--- src/rtl/mem_arbiter_if.sv ---
// Cache-side and RAM-side signal bundle for the memory arbiter.
// slave is the arbiter's view; master is the view of the caches and RAM around it.
interface mem_arbiter_if #(
    parameter int unsigned WORD_W = 32
);
    logic              iREN;
    logic [WORD_W-1:0] iaddr;
    logic              iwait;
    logic [WORD_W-1:0] iload;
    logic              dREN;
    logic              dWEN;
    logic [WORD_W-1:0] daddr;
    logic [WORD_W-1:0] dstore;
    logic              dwait;
    logic [WORD_W-1:0] dload;
    logic              ramREN;
    logic              ramWEN;
    logic [WORD_W-1:0] ramaddr;
    logic [WORD_W-1:0] ramstore;
    logic [WORD_W-1:0] ramload;
    logic [1:0]        ramstate;

    modport slave (
        input  iREN, iaddr, dREN, dWEN, daddr, dstore, ramload, ramstate,
        output iwait, iload, dwait, dload, ramREN, ramWEN, ramaddr, ramstore
    );

    modport master (
        output iREN, iaddr, dREN, dWEN, daddr, dstore, ramload, ramstate,
        input  iwait, iload, dwait, dload, ramREN, ramWEN, ramaddr, ramstore
    );
endinterface

--- src/rtl/mem_arbiter.sv ---
// Serialises icache and dcache requests onto one RAM port. Data wins ties; a starvation
// counter forces an instruction grant after STARVE_LIMIT data completions.
module mem_arbiter #(
    parameter int unsigned WORD_W       = 32,
    parameter int unsigned STARVE_LIMIT = 4
) (
    input logic          CLK,
    input logic          nRST,
    mem_arbiter_if.slave bus
);
    localparam int unsigned      CNT_W      = $clog2(STARVE_LIMIT + 1);
    localparam logic [CNT_W-1:0] LIMIT      = CNT_W'(STARVE_LIMIT);
    localparam logic [1:0]       RAM_ACCESS = 2'd2;

    typedef enum logic [1:0] {StIdle, StServeD, StServeI} state_t;

    state_t            state_q, state_d;
    logic [CNT_W-1:0]  starve_q, starve_d;
    logic              access, dreq;
    logic              ram_ren, ram_wen, i_wait, d_wait;
    logic [WORD_W-1:0] ram_addr, ram_store, i_load, d_load;

    assign access = (bus.ramstate == RAM_ACCESS);
    assign dreq   = bus.dREN | bus.dWEN;

    always_ff @(posedge CLK) begin
        if (!nRST) begin
            state_q  <= StIdle;
            starve_q <= '0;
        end else begin
            state_q  <= state_d;
            starve_q <= starve_d;
        end
    end

    always_comb begin
        state_d  = state_q;
        starve_d = starve_q;
        unique case (state_q)
            StIdle: begin
                if (!bus.iREN) starve_d = '0;
                if (bus.iREN && starve_q == LIMIT) state_d = StServeI;
                else if (dreq)                     state_d = StServeD;
                else if (bus.iREN)                 state_d = StServeI;
            end
            StServeD: begin
                // A withdrawn request is abandoned, not counted as a completion.
                if (!dreq) begin
                    state_d = StIdle;
                end else if (access) begin
                    state_d = StIdle;
                    if (bus.iREN && starve_q != LIMIT) starve_d = starve_q + 1'b1;
                end
            end
            StServeI: begin
                if (!bus.iREN) begin
                    state_d = StIdle;
                end else if (access) begin
                    state_d  = StIdle;
                    starve_d = '0;
                end
            end
            default: state_d = StIdle;
        endcase
    end

    always_comb begin
        ram_ren   = 1'b0;
        ram_wen   = 1'b0;
        ram_addr  = '0;
        ram_store = '0;
        i_wait    = 1'b1;
        i_load    = '0;
        d_wait    = 1'b1;
        d_load    = '0;
        unique case (state_q)
            StServeD: begin
                ram_addr  = bus.daddr;
                ram_store = bus.dstore;
                ram_wen   = bus.dWEN;
                ram_ren   = bus.dREN & ~bus.dWEN;
                d_wait    = ~access;
                if (access) d_load = bus.ramload;
            end
            StServeI: begin
                ram_addr = bus.iaddr;
                ram_ren  = 1'b1;
                i_wait   = ~access;
                if (access) i_load = bus.ramload;
            end
            default: ;
        endcase
    end

    assign bus.ramREN   = ram_ren;
    assign bus.ramWEN   = ram_wen;
    assign bus.ramaddr  = ram_addr;
    assign bus.ramstore = ram_store;
    assign bus.iwait    = i_wait;
    assign bus.iload    = i_load;
    assign bus.dwait    = d_wait;
    assign bus.dload    = d_load;
endmodule
--- src/flat_wrapper.sv ---
// flat-port wrapper written by rule: the top's interface ports become plain ports
module mem_arbiter_flat 
#(
    parameter int unsigned WORD_W       = 32,
    parameter int unsigned STARVE_LIMIT = 4
)
  (CLK, nRST, bus_iREN, bus_iaddr, bus_dREN, bus_dWEN, bus_daddr, bus_dstore, bus_ramload, bus_ramstate, bus_iwait, bus_iload, bus_dwait, bus_dload, bus_ramREN, bus_ramWEN, bus_ramaddr, bus_ramstore);
  mem_arbiter_if #(.WORD_W(WORD_W)) bus_i ();
  input logic CLK;
  input logic nRST;
  input wire logic [$bits(bus_i.iREN)-1:0] bus_iREN;
  input wire logic [$bits(bus_i.iaddr)-1:0] bus_iaddr;
  input wire logic [$bits(bus_i.dREN)-1:0] bus_dREN;
  input wire logic [$bits(bus_i.dWEN)-1:0] bus_dWEN;
  input wire logic [$bits(bus_i.daddr)-1:0] bus_daddr;
  input wire logic [$bits(bus_i.dstore)-1:0] bus_dstore;
  input wire logic [$bits(bus_i.ramload)-1:0] bus_ramload;
  input wire logic [$bits(bus_i.ramstate)-1:0] bus_ramstate;
  output wire logic [$bits(bus_i.iwait)-1:0] bus_iwait;
  output wire logic [$bits(bus_i.iload)-1:0] bus_iload;
  output wire logic [$bits(bus_i.dwait)-1:0] bus_dwait;
  output wire logic [$bits(bus_i.dload)-1:0] bus_dload;
  output wire logic [$bits(bus_i.ramREN)-1:0] bus_ramREN;
  output wire logic [$bits(bus_i.ramWEN)-1:0] bus_ramWEN;
  output wire logic [$bits(bus_i.ramaddr)-1:0] bus_ramaddr;
  output wire logic [$bits(bus_i.ramstore)-1:0] bus_ramstore;
  assign bus_i.iREN = bus_iREN;
  assign bus_i.iaddr = bus_iaddr;
  assign bus_i.dREN = bus_dREN;
  assign bus_i.dWEN = bus_dWEN;
  assign bus_i.daddr = bus_daddr;
  assign bus_i.dstore = bus_dstore;
  assign bus_i.ramload = bus_ramload;
  assign bus_i.ramstate = bus_ramstate;
  assign bus_iwait = bus_i.iwait;
  assign bus_iload = bus_i.iload;
  assign bus_dwait = bus_i.dwait;
  assign bus_dload = bus_i.dload;
  assign bus_ramREN = bus_i.ramREN;
  assign bus_ramWEN = bus_i.ramWEN;
  assign bus_ramaddr = bus_i.ramaddr;
  assign bus_ramstore = bus_i.ramstore;
  mem_arbiter #(.WORD_W(WORD_W), .STARVE_LIMIT(STARVE_LIMIT)) u_core (.CLK(CLK), .nRST(nRST), .bus(bus_i));
endmodule
--- config.mk ---
export PLATFORM = sky130hd
export DESIGN_NAME = mem_arbiter_flat
export DESIGN_NICKNAME = d
export VERILOG_FILES = /design/src/rtl/mem_arbiter_if.sv /design/src/rtl/mem_arbiter.sv /design/src/flat_wrapper.sv
export SDC_FILE = /design/constraint.sdc
export NUM_CORES = 1
export LEC_CHECK = 0
export BUFFER_PORTS_ARGS = -buffer_cell sky130_fd_sc_hd__buf_2
export CORE_AREA = 8 8 97 99
export DETAILED_ROUTE_END_ITERATION = 6
export DIE_AREA = 0 0 105 107
export GPL_ROUTABILITY_DRIVEN = 0
export HOLD_SLACK_MARGIN = 0.02
export PLACE_DENSITY = 0.6
export SYNTH_ARGS = -nofsm -noshare
export SYNTH_HDL_FRONTEND = slang
export SYNTH_SLANG_ARGS = --single-unit
--- constraint.sdc ---
create_clock -name CLK -period 2 [get_ports CLK]
set_input_delay 0.1 -clock CLK [delete_from_list [all_inputs] [get_ports CLK]]
set_output_delay 0.1 -clock CLK [all_outputs]
set_load 0.005 [all_outputs]
; ---- Word-level counts from Yosys, hierarchy flattened
; Cells that the tools add are included.
[classes]
addsub = 1
n_eq_ne = 12
n_mux = 23
bitwise = 4
n_reduce_logical = 5
[ops]
columns = op, n
row1 = 32-bit two-way mux, 4
row2 = 32-bit one-hot mux with 2 select lines, 1
row3 = 3-bit two-way mux, 6
row4 = 2-bit two-way mux, 6
row5 = 3-bit one-hot mux with 3 select lines, 1
row6 = "2-bit by 1-bit inequality test with 1-bit output, second input constant", 4
row7 = 7-bit AND reduction, 1
row8 = 2-bit one-hot mux with 3 select lines, 1
row9 = "2-bit == test, second input constant", 2
row10 = "2-bit inequality test, second input constant", 2
row11 = "4-bit by 2-bit inequality test with 1-bit output, second input constant", 1
row12 = "3-bit by 1-bit adder with 3-bit output, second input constant", 1
row13 = "3-bit == test, second input constant", 1
row14 = 1-bit two-way mux, 3
row15 = "3-bit inequality test, second input constant", 1
row16 = 3-bit nonzero test, 1
row17 = "2-bit by 1-bit == test with 1-bit output, second input constant", 1
row18 = 1-bit logical AND, 2
row19 = 2-bit logical NOT, 1
row20 = 1-bit NOT, 2
row21 = 1-bit one-hot mux with 2 select lines, 1
row22 = 1-bit AND, 1
row23 = 1-bit bitwise OR, 1
[totals]
reg_bits = 5
inputBits = 135
out_inout_bits = 132
word_cells = 47

; ---- Logic depth before layout (Yosys ltp)
; Gate-level depths: netlist of the first run.
[depth]
ltp_word = 6
mapped_depth = 7
mapped_depth_nobuf = 6

; ---- Worst setup path before layout of the first run
; OpenSTA, ideal clock, no wires.
[synth_timing]
kind = reg-to-reg
from = register u_core.state_q[1]
to = register u_core.starve_q[2]
setup_time_ps = 125
arrival_time_ps = 1336
required_time_ps = 1875
path_slack_ps = 540
stages_incl_launch_ff = 8
n_path_buf = 1
period_less_slack_ps = 1460
path_cell_list = dfxtp_1 inv_1 ha_1 buf_4 and3b_4 and3_1 a31oi_1 a211oi_2
[synth_between]
elab_chain_len = 3
word_cells_on_any_way = 12
classes_between = eq/ne: 8 / mux: 1 / reduce/logical: 3
[synth_lines]
columns = element, line_no
row1 = start: declaration, mem_arbiter.sv:17  ; state_t state_q, state_d;
row2 = start signal: assignment, mem_arbiter.sv:28  ; state_q <= StIdle;
row3 = start signal: assignment, mem_arbiter.sv:31  ; state_q <= state_d;
row4 = "2-bit == test, or another cell as far along", mem_arbiter.sv:39  ; unique case (state_q)
row5 = "2-bit by 1-bit inequality test with 1-bit output (no source line), or another cell as far along", -
row6 = 7-bit AND reduction (no source line), -
row7 = end signal: assignment, mem_arbiter.sv:32  ; starve_q <= starve_d;
row8 = end: declaration, mem_arbiter.sv:18  ; logic [CNT_W-1:0] starve_q, starve_d;
; Parallel ways exist; a longest one is shown, timed or not.
; A chain may end at the register's enable or synchronous reset.

; ---- Final worst setup path of the first run
[layout_timing]
from = register u_core.state_q[1]
to = output port bus_dload[28]
[layout_between]
elab_chain_len = 2
[layout_lines]
columns = element, line_no
row1 = 2-bit by 1-bit == test with 1-bit output, mem_arbiter.sv:76  ; unique case (state_q)
row2 = 32-bit two-way mux, mem_arbiter.sv:76
row3 = end: declaration, flat_wrapper.sv:22  ; output wire logic [$bits(bus_i.dload)-1:0] bus_dload;
; No other way between the ends.

==> results of run 1 <==
power by group through the flow:
stage / Combinational, uW / Sequential (uW) / Clock (uW)
after global routing: 624 / 109 / 200
final: 561 / 108 / 191
after global placement: 557 / 109 / 0
after floorplan: 274 / 109 / 0
after detailed placement: 565 / 110 / 0
after CTS: 568 / 108 / 193
sequential cells by signal, summed over array words and instances (netlist names):
name / count
u_core.starve_q: 3
u_core.state_q: 2
area by class of cell:
type	count	area, um^2	area share [%]
clock buffer	4	45.0	1.47
sequential	5	100	3.27
multi-input combinational	204	1370	44.8
inverter	7	26.3	0.857
timing repair buffer	272	1390	45.3
tap	105	131	4.29
how the worst max path moves through the flow:
stage / depth (start not counted) / slack [ns] / to / startpoint
finish: 6 / 0.18 / bus_dload[28] / u_core.state_q[1]$_SDFFE_PN0P_
floorplan: 7 / 0.54 / u_core.starve_q[2]$_SDFFE_PN0P_ / u_core.state_q[1]$_SDFFE_PN0P_
CTS: 6 / 0.17 / bus_dload[10] / u_core.state_q[1]$_SDFFE_PN0P_
detailed placement: 6 / 0.41 / bus_dload[10] / u_core.state_q[1]$_SDFFE_PN0P_
global route: 6 / 0.07 / bus_dload[26] / u_core.state_q[1]$_SDFFE_PN0P_
global placement: 6 / 0.48 / bus_dload[10] / u_core.state_q[1]$_SDFFE_PN0P_
cell usage after synthesis:
master,number,area share [%]
and2_1,66,26
and3_1,33,13
a22oi_1,32,15
nor2b_1,32,13
clkbuf_1,21,4.9
inv_1,7,1.6
ha_1,6,4.7
a21oi_1,5,1.6
dfxtp_1,5,6.3
nand2_1,4,0.94
a31oi_1,3,1.2
nor2_1,3,0.71
a211oi_2,2,1.6
and3b_1,2,1.1
buf_4,2,0.94
nand3_1,2,0.63
nor3b_1,2,0.94
a211o_1,1,0.55
a21o_1,1,0.47
a2bb2oi_1,1,0.55
a32oi_1,1,0.55
and2b_1,1,0.47
and3b_4,1,0.78
buf_2,1,0.31
nand3b_1,1,0.47
nor3_1,1,0.31
o21a_1,1,0.47
o21ai_0,1,0.31
o21ai_1,1,0.31
o31ai_2,1,0.78
routing by layer:
layer / wire length [um] / GRT usage (%)
met2: 4850 / 26.9
met3: 779 / 4.80
met4: 89 / 2.96
met5: 0 / 0
met1: 3310 / 15.1
per-stage QoR:
step / std cells / util, % / hold WS, ns / total power, uW / instance area [um^2]
floorplan: 240 / - / 0.262 / 383 / 1590
global placement: 593 / 38.1 / 0.394 / 666 / 3020
detailed placement: 593 / 38.1 / 0.389 / 675 / 3020
CTS: 597 / 38.7 / 0.161 / 869 / 3070
global route: 597 / 38.7 / 0.191 / 933 / 3070
finish: 597 / 38.7 / 0.162 / 860 / 3070
cells by family after synthesis:
| group | synth area share [%] |
|---|---|
| adders and majority gates | 4.71 |
| DFF | 6.28 |
| AOI/OAI and AO/OA | 23.4 |
| buffers and inverters | 7.85 |
| and+or+nand+nor | 57.8 |
critical path, stage by stage (launching register included):
cell and delay [ns]:
dfxtp_1 0.32, inv_1 0.11, ha_2 0.31, and3b_4 0.22, buf_4 0.25, and2_1 0.16
buf_2 0.11
layout by cell type, fill, tap and decap left out, types with 3 or more instances in the layout:
cell      synthesis  layout
a21oi_1           5       5
a22oi_1          32      32
a31oi_1           3       3
and2_1           66      66
and3_1           33      33
buf_2             1     266
buf_4             2       5
clkbuf_8          0       3
dfxtp_1           5       5
ha_1              6       4
inv_1             7       7
nand2_1           4       4
nor2_1            3       3
nor2b_1          32      32
==> key figures, run 1 <==
Place
  – Post-Place Worst Slack: 0.414 ns
  – Hpwl dp: a little under 8000 um
  – Port-buffer cells: around 270

GRT
  – Initial antenna violation count: 0
  – Largest net degree at the start of global routing: 64
  – Total grt overflow: 0
  – Number of global-route vias before repair: 2661
  – First-pass GRT wire length: around 14000 um
  – GRT Overall Usage: approximately 14%

Yosys
  – Synthesis-stage register bit count: 5
  – Netlist cell types: 30
  – Synth Instances: 240
  – Mean post-synth cell area: ~6.6 um^2
  – Syn Nets: between 300 and 400
  – Number of warnings issued by yosys: 0
  – Sequential area share after synthesis: around 6.3%
  – Synthesized cell area: 1590 um^2

CTS
  – Post_cts resized: 0
  – Postcts setup bufs: 0
  – Hold Buf Count CTS: 0
  – Clk Latency, worst-skew pair: roughly 0.23 ns
  – Clock transition at the registers of the reported paths: 0.04 ns
  – CTS buffer count: 3
  – Clock root cell: clkbuf_8
  – Clock tree buffer depth: 2
  – TritonCTS clock tree: yes
  – Clk sinks: 5
  – # H-tree levels: 1

Floorplanning
  – Die area: about 11000 um^2
  – Die Ht: roughly 110 um
  – Core area: between 7000 and 8000 um^2
  – Die X: approximately 110 um
  – Initial core utilization: 20.1%
  – Site row count: 33
  – I/O pins: around 270

Power
  – PwrDens: 281 nW/um^2
  – Sequential share of power: between 10% and 20%
  – Static Leak: a little under 0.002 uW
  – Net Sw Power: 326 uW
  – Clk pwr share: 22.2%
  – Sw Share: 37.9%
  – Logic pwr share: between 60 and 70%
  – VDD IR max: 0.000324 V
  – Pint: 534 uW

Routing
  – Routed Antenna Nets: 0
  – Drt total wl: around 9000 um
  – Drt pass-1 iters: 4
  – # DRC: 0
  – Routed WL per cell: 15.1 um
  – Vias per cell: 4.48
  – Via count: about 2700
  – Iteration-0 DRC Markers: approximately 110

Timing
  – Slew @ Worst Pin: about 0.36 ns
  – Total negative slack: 0 ns
  – Final worst slack: ~0.18 ns
  – Period utilization: 91.1%
  – Final hold vios: 0
  – Count of final setup violators: 0
  – Clock Skew: around 0.0019 ns
  – Crit path time final: 1.82 ns
  – F_max: 549 MHz
  – RSZ-0062 raised after global routing: no
  – Final Max Slew Viols: 0
  – Slew headroom: roughly 76%

Setup path
  – CP startpoint kind: register
  – RR Startpoint: u_core.state_q[1]$_SDFFE_PN0P_
  – RR Endpoint: u_core.starve_q[2]$_SDFFE_PN0P_
  – Reg2Reg Depth: 6
  – R2r setup slk: between 0.4 and 0.5 ns
  – Crit path max fanout: 33
  – Worst EP required: ~1.9 ns
  – Critical path arrival: between 1.5 and 2 ns
  – CP Capture Type: output port
  – WS Path Type: reg2out

Finish
  – Area growth, synth to finish: 92.3%
  – Final nets: between 600 and 700
  – Fraction of layout cells with a size suffix above 1: 57.1%
  – Filler instances: roughly 850
  – Inserted Diodes: 0

Worst hold path
  – Worst Hold Class: in2reg
  – Hold Crit Depth: 3
  – Hold Path Sink: u_core.state_q[1]$_SDFFE_PN0P_
  – Worst Min Path Start: nRST

Run
  – Max Cap Viol: 0

Outcome
  – Outcome: completed
(Power assumes the default switching activity.)
==> run 2: changes to the inputs <==
==> constraint.sdc (replaced) <==
create_clock -name CLK -period 2 [get_ports CLK]
set_input_delay 0.2 -clock CLK [delete_from_list [all_inputs] [get_ports CLK]]
set_output_delay 0.2 -clock CLK [all_outputs]
set_load 0.005 [all_outputs]
==> run 2 against run 1 <==
Maximum frequency fell by 3.8%. Critical path type unchanged. Count of clock-buffer cells in the layout unchanged. Sequential share of layout area hardly changed. Sequential power barely moved. Global-route usage shrank 0.085 points. Highest routed layer unchanged. Clock power shrank 3%. Cell count increased by 0.17%. Register-to-register slack got worse by 0.05 ns. Clock skew fell by 0.00082 ns. Hold slack improved by 0.11 ns. Via count is 1.5% lower.
==> key figures, run 2 (synthesized netlist as in run 1, its figures left out) <==
Setup path
  – RR Startpoint: u_core.state_q[0]$_SDFFE_PN0P_
  – Critical path arrival: between 1.5 and 2 ns
  – Reg2Reg Depth: 6
  – Worst EP required: 1.80 ns
  – CP startpoint kind: register
  – RR Endpoint: u_core.starve_q[0]$_SDFFE_PN0P_
  – R2r setup slk: between 0.3 and 0.4 ns
  – CP max stage delay: between 0.4 and 0.5 ns
  – CP Capture Type: output port
  – Bufs and invs on worst path: 3
  – CP delay by family, top: buffers and inverters
  – WS Path Type: reg2out
  – Crit path cell chain: inv_1, ha_1, buf_4, nor2b_1, buf_2
  – Critical-path top delay cell: dfxtp_1
  – Crit path max fanout: 32

Worst hold path
  – Worst Min Path Start: nRST
  – Hold Crit Depth: 3
  – Hold Path Sink: u_core.state_q[1]$_SDFFE_PN0P_
  – Worst Hold Class: in2reg

Floorplanning
  – Die X: between 100 and 150 um
  – Initial core utilization: between 20 and 25%
  – Core area: 7930 um^2
  – Die area: 11200 um^2
  – Die Ht: roughly 110 um
  – I/O pins: about 270
  – Site row count: 33

Finish
  – Area growth, synth to finish: 93.6%
  – Final nets: approximately 640
  – Top reg by flops: u_core.starve_q
  – Commonest non-fill, non-tap cell in the layout: buf_2
  – Fraction of layout cells with a size suffix above 1: 57.2%
  – Final core utilization: approximately two fifths
  – Post-Layout Cell Count: between 500 and 600
  – Final instance area: around 3100 um^2
  – Max FFs per register: 3
  – Top Registers: u_core.starve_q: 3 flops, u_core.state_q: 2 flops
  – Most frequent cells in the layout: buf_2 (266), and2_1 (66), and3_1 (33)
  – Inserted Diodes: 0

Timing
  – Total negative slack: 0 ns
  – Slew @ Worst Pin: approximately 0.32 ns
  – Count of final setup violators: 0
  – F_max: approximately 530 MHz
  – RSZ-0062 raised after global routing: no
  – Clock Skew: approximately 0.0011 ns
  – Final Max Slew Viols: 0
  – Final hold vios: 0
  – Period utilization: 94.7%
  – Crit path time final: about 1.9 ns
  – Slew headroom: 78.9%

CTS
  – # H-tree levels: 1
  – Clock tree buffer depth: 2
  – Clk sinks: 5
  – Postcts setup bufs: 0
  – Hold Buf Count CTS: 0
  – Clock transition at the registers of the reported paths: roughly 0.030 ns
  – Clock root cell: clkbuf_8
  – TritonCTS clock tree: yes
  – CTS buffer count: 3
  – Clk Latency, worst-skew pair: 0.22 ns

Outcome
  – Outcome: completed

Run
  – Max Cap Viol: 0

Place
  – Port-buffer cells: between 200 and 300
  – Placed cells: slightly below 600
  – DP Area: around 3000 um^2
  – Hpwl dp: slightly below 8000 um

GRT
  – Largest net degree at the start of global routing: 58
  – GRT Overall Usage: between 10% and 20%
  – Number of global-route vias before repair: 2638
  – Total grt overflow: 0
  – First-pass GRT wire length: 13600 um
  – Initial antenna violation count: 0

Routing
  – Routed Antenna Nets: 0
  – M1 WL: about 3500 um
  – Met2 wire len: approximately 4700 um
  – Iteration-0 DRC Markers: ~140
  – Top routing layer in use: met4
  – Drt total wl: ~9000 um
  – # DRC: 0
  – Via count: 2635
  – Routed WL per cell: ~15 um
  – Vias per cell: 4.41
  – Routed wl met3: ~600 um
  – Drt pass-1 iters: 4

Power
  – PwrDens: 279 nW/um^2
  – Static Leak: slightly below 0.002 uW
  – VDD IR max: between 0.0002 and 0.0003 V
==> run 2: per-stage QoR <==
step,hold slack (ns),worst slack (ns),power [uW]
final,0.273,0.106,862
after detailed placement,0.512,0.273,680
after CTS,0.280,0.0327,870
after global placement,0.483,0.316,671
after global routing,0.294,0.00438,939
after floorplan,0.362,0.540,383
==> run 2: worst max-delay path by stage <==
stage,endpoint,slack (ns),startpoint,depth (start not counted)
2_1_floorplan,u_core.starve_q[2]$_SDFFE_PN0P_,0.54,u_core.state_q[1]$_SDFFE_PN0P_,7
3_3_place_gp,bus_dload[4],0.32,u_core.state_q[1]$_SDFFE_PN0P_,6
3_5_place_dp,bus_dload[4],0.27,u_core.state_q[1]$_SDFFE_PN0P_,6
4_1_cts,bus_dload[4],0.03,u_core.state_q[1]$_SDFFE_PN0P_,6
5_1_grt,bus_dload[9],0.004,u_core.state_q[1]$_SDFFE_PN0P_,6
6_report,bus_ramaddr[2],0.11,u_core.state_q[0]$_SDFFE_PN0P_,5
==> run 2: area by class of cell <==
type                       instances  area (um^2)
multi-input combinational        204         1380
tap                              105          131
timing repair buffer             273         1400
clock buffer                       4         45.0
sequential                         5          100
inverter                           7         26.3
fill                             891         4840
==> run 2: power by group <==
group,switching (uW),internal (uW)
clock network,48.1,137
logic,268,299
registers,5.15,104
total,322,540
==> run 2: routing by layer <==
layer / track usage, % / vias to the layer above
met4: 2.96 / 0
met5: 0 / -
li1: - / 1334
met1: 15.6 / 1180
met3: 3.78 / 10
met2: 26.7 / 111
==> run 2: worst reg2reg max path, cell delays in order (launching register included) <==
cell     delay [ns]
dfxtp_1        0.43
inv_1          0.10
ha_1           0.26
a21oi_1        0.15
o21ai_1        0.13
a211o_1        0.29
nor3b_1        0.14
==> run 2: timing repair <==
action | in CTS | in global routing
hold endpoints to repair | 0 | 0
gates resized for setup | 0 | 2
endpoints found under the setup margin | 0 | 32
==> run 3: changes to the inputs <==
BUFFER_PORTS_ARGS = -buffer_cell sky130_fd_sc_hd__buf_4   (was -buffer_cell sky130_fd_sc_hd__buf_2)
==> run 3 against run 2 <==
Register-to-register slack is essentially flat. Non-clock buffer count unchanged. Clock power fell by 2%. Global-route usage up 1.7 points. Sequential share of layout area decreased by 0.58 points. Via count up 1.7%. Wire length is 11% higher. First-iteration DRC count shrank 26%. Critical path depth stayed put. Hold slack worse by 0.024 ns. Sequential power hardly changed. Die area is the same.
==> key figures, run 3 (synthesized netlist as in run 1, its figures left out) <==
Outcome
  – Outcome: completed

GRT
  – Largest net degree at the start of global routing: 43
  – Total grt overflow: 0
  – Initial antenna violation count: 0
  – GRT Overall Usage: approximately 16%
  – First-pass GRT wire length: 14800 um
  – Number of global-route vias before repair: ~2700

Power
  – VDD IR max: 0.000265 V
  – Clk pwr share: roughly 18%
  – Logic pwr share: between 70% and 80%
  – Sw Share: around a third
  – Net Sw Power: approximately 330 uW
  – Static Leak: between 0.002 and 0.0025 uW
  – Total power: ~1000 uW
  – Pint: between 600 and 700 uW
  – PwrDens: approximately 270 nW/um^2
  – Sequential share of power: 10.9%

Timing
  – RSZ-0062 raised after global routing: no
  – Slew headroom: 77.3%
  – Slew @ Worst Pin: about 0.34 ns
  – Count of final setup violators: 0
  – Crit path time final: ~1.9 ns
  – Total negative slack: 0 ns
  – Clock Skew: approximately 0.0016 ns
  – Period utilization: 93.3%
  – Final Max Slew Viols: 0
  – Final hold vios: 0
  – F_max: between 500 and 600 MHz

Setup path
  – Critical path arrival: about 1.7 ns
  – CP max stage delay: 0.43 ns
  – Reg2Reg Depth: 6
  – R2r setup slk: 0.38 ns
  – Critical-path top delay cell: dfxtp_1
  – Crit path max fanout: 32
  – RR Startpoint: u_core.state_q[0]$_SDFFE_PN0P_
  – CP Capture Type: output port
  – Worst EP required: 1.80 ns
  – Crit path cell chain: inv_1, ha_1, buf_12, nor2b_1, buf_4
  – WS Path Type: reg2out
  – CP startpoint kind: register
  – RR Endpoint: u_core.starve_q[0]$_SDFFE_PN0P_

Routing
  – Routed Antenna Nets: 0
  – Vias per cell: about 4.5
  – Drt total wl: between 9000 and 10000 um
  – # DRC: 0
  – Via count: around 2700
  – Iteration-0 DRC Markers: slightly above 100
  – Drt pass-1 iters: 4
  – Routed WL per cell: between 15 and 20 um

Finish
  – Top Registers: u_core.starve_q: 3 flops, u_core.state_q: 2 flops
  – Max FFs per register: 3
  – Multi-input logic area: 1380 um^2
  – Area growth, synth to finish: 136%
  – Register area: 100 um^2
  – Final core utilization: 47.5%
  – Final nets: around 640
  – Top reg by flops: u_core.starve_q
  – Fraction of layout cells with a size suffix above 1: a little under three fifths
  – Post-Layout Cell Count: between 500 and 600
  – Most frequent cells in the layout: buf_4 (270), and2_1 (66), and3_1 (33)
  – Commonest non-fill, non-tap cell in the layout: buf_4
  – Inserted Diodes: 0
  – Filler instances: roughly 800

Worst hold path
  – Worst Min Path Start: nRST
  – Hold Path Sink: u_core.state_q[1]$_SDFFE_PN0P_
  – Worst Hold Class: in2reg
  – Hold Crit Depth: 3

CTS
  – Clock tree buffer depth: 2
  – # H-tree levels: 1
  – TritonCTS clock tree: yes
  – Clk Latency, worst-skew pair: around 0.22 ns
  – Clock root cell: clkbuf_8
  – Clock transition at the registers of the reported paths: about 0.030 ns
  – Postcts setup bufs: 0
  – Clk sinks: 5
  – CTS buffer count: 3

Floorplanning
  – Die X: 105 um
  – Site row count: 33
  – Initial core utilization: about a fifth
  – Core area: ~7900 um^2
  – Die area: about 11000 um^2
  – I/O pins: 267
  – Die Ht: roughly 110 um

Place
  – Placed cells: roughly 590
  – Port-buffer cells: approximately 270
  – Hpwl dp: 8480 um

Run
  – Max Cap Viol: 0
## run 3: changes by cell type in the layout (fill, tap and decap cells not counted)
cell / before / now
buf_12: 1 / 2
buf_2: 266 / 0
buf_4: 5 / 270
## run 3: repair_timing
item / CTS / global route
setup endpoints to repair: 0 / 36
hold buffers: 0 / 0
gates resized for setup: 0 / 2
## run 3: power groups by stage
stage               registers [uW]  clock network, uW  logic [uW]
finish                         109                181         714
global route                   110                192         776
CTS                            108                186         719
detailed placement             110                  0         716
global placement               110                  0         710
floorplan                      109                  0         274
## run 3: critical path: cells and delay by family (launching register included)
kind	cells	cell delay (ns)
DFF	1	0.43
adders and majority gates	1	0.37
buffers and inverters	3	0.43
and+or+nand+nor	1	0.21
## run 3: through the flow
stage / setup WS [ns] / cell area (um^2) / hold slack [ns]
final: 0.135 / 3760 / 0.249
after global routing: 0.00888 / 3760 / 0.262
after CTS: 0.0326 / 3750 / 0.250
after detailed placement: 0.274 / 3710 / 0.469
after global placement: 0.325 / 3710 / 0.481
after floorplan: 0.540 / 1590 / 0.362
## run 3: how the worst max path moves through the flow
stage / startpoint / to / cells after the start
after global placement: u_core.state_q[1]$_SDFFE_PN0P_ / bus_dload[14] / 6
after global routing: u_core.state_q[0]$_SDFFE_PN0P_ / bus_ramaddr[20] / 6
after CTS: u_core.state_q[1]$_SDFFE_PN0P_ / bus_dload[14] / 6
after floorplan: u_core.state_q[1]$_SDFFE_PN0P_ / u_core.starve_q[2]$_SDFFE_PN0P_ / 7
final: u_core.state_q[0]$_SDFFE_PN0P_ / bus_ramaddr[1] / 5
after detailed placement: u_core.state_q[1]$_SDFFE_PN0P_ / bus_dload[20] / 6
## run 3: area by class of cell
type                            instances  area share (%)
Tap cell                              105            3.49
Multi-Input combinational cell        204            36.8
Clock buffer                            4            1.20
Timing Repair Buffer                  273            55.2
Inverter                                7           0.698
Sequential cell                         5            2.66
## run 3: routing by layer
layer | vias to the layer above | track usage (%) | part of all wire [%] | wire, um
li1 | 1331 | - | - | -
met1 | 1225 | 16.3 | 36 | 3600
met2 | 115 | 30.9 | 55 | 5470
met3 | 8 | 5.22 | 7.7 | 771
met4 | 0 | 2.65 | 1.2 | 116
met5 | - | 0 | 0 | 0
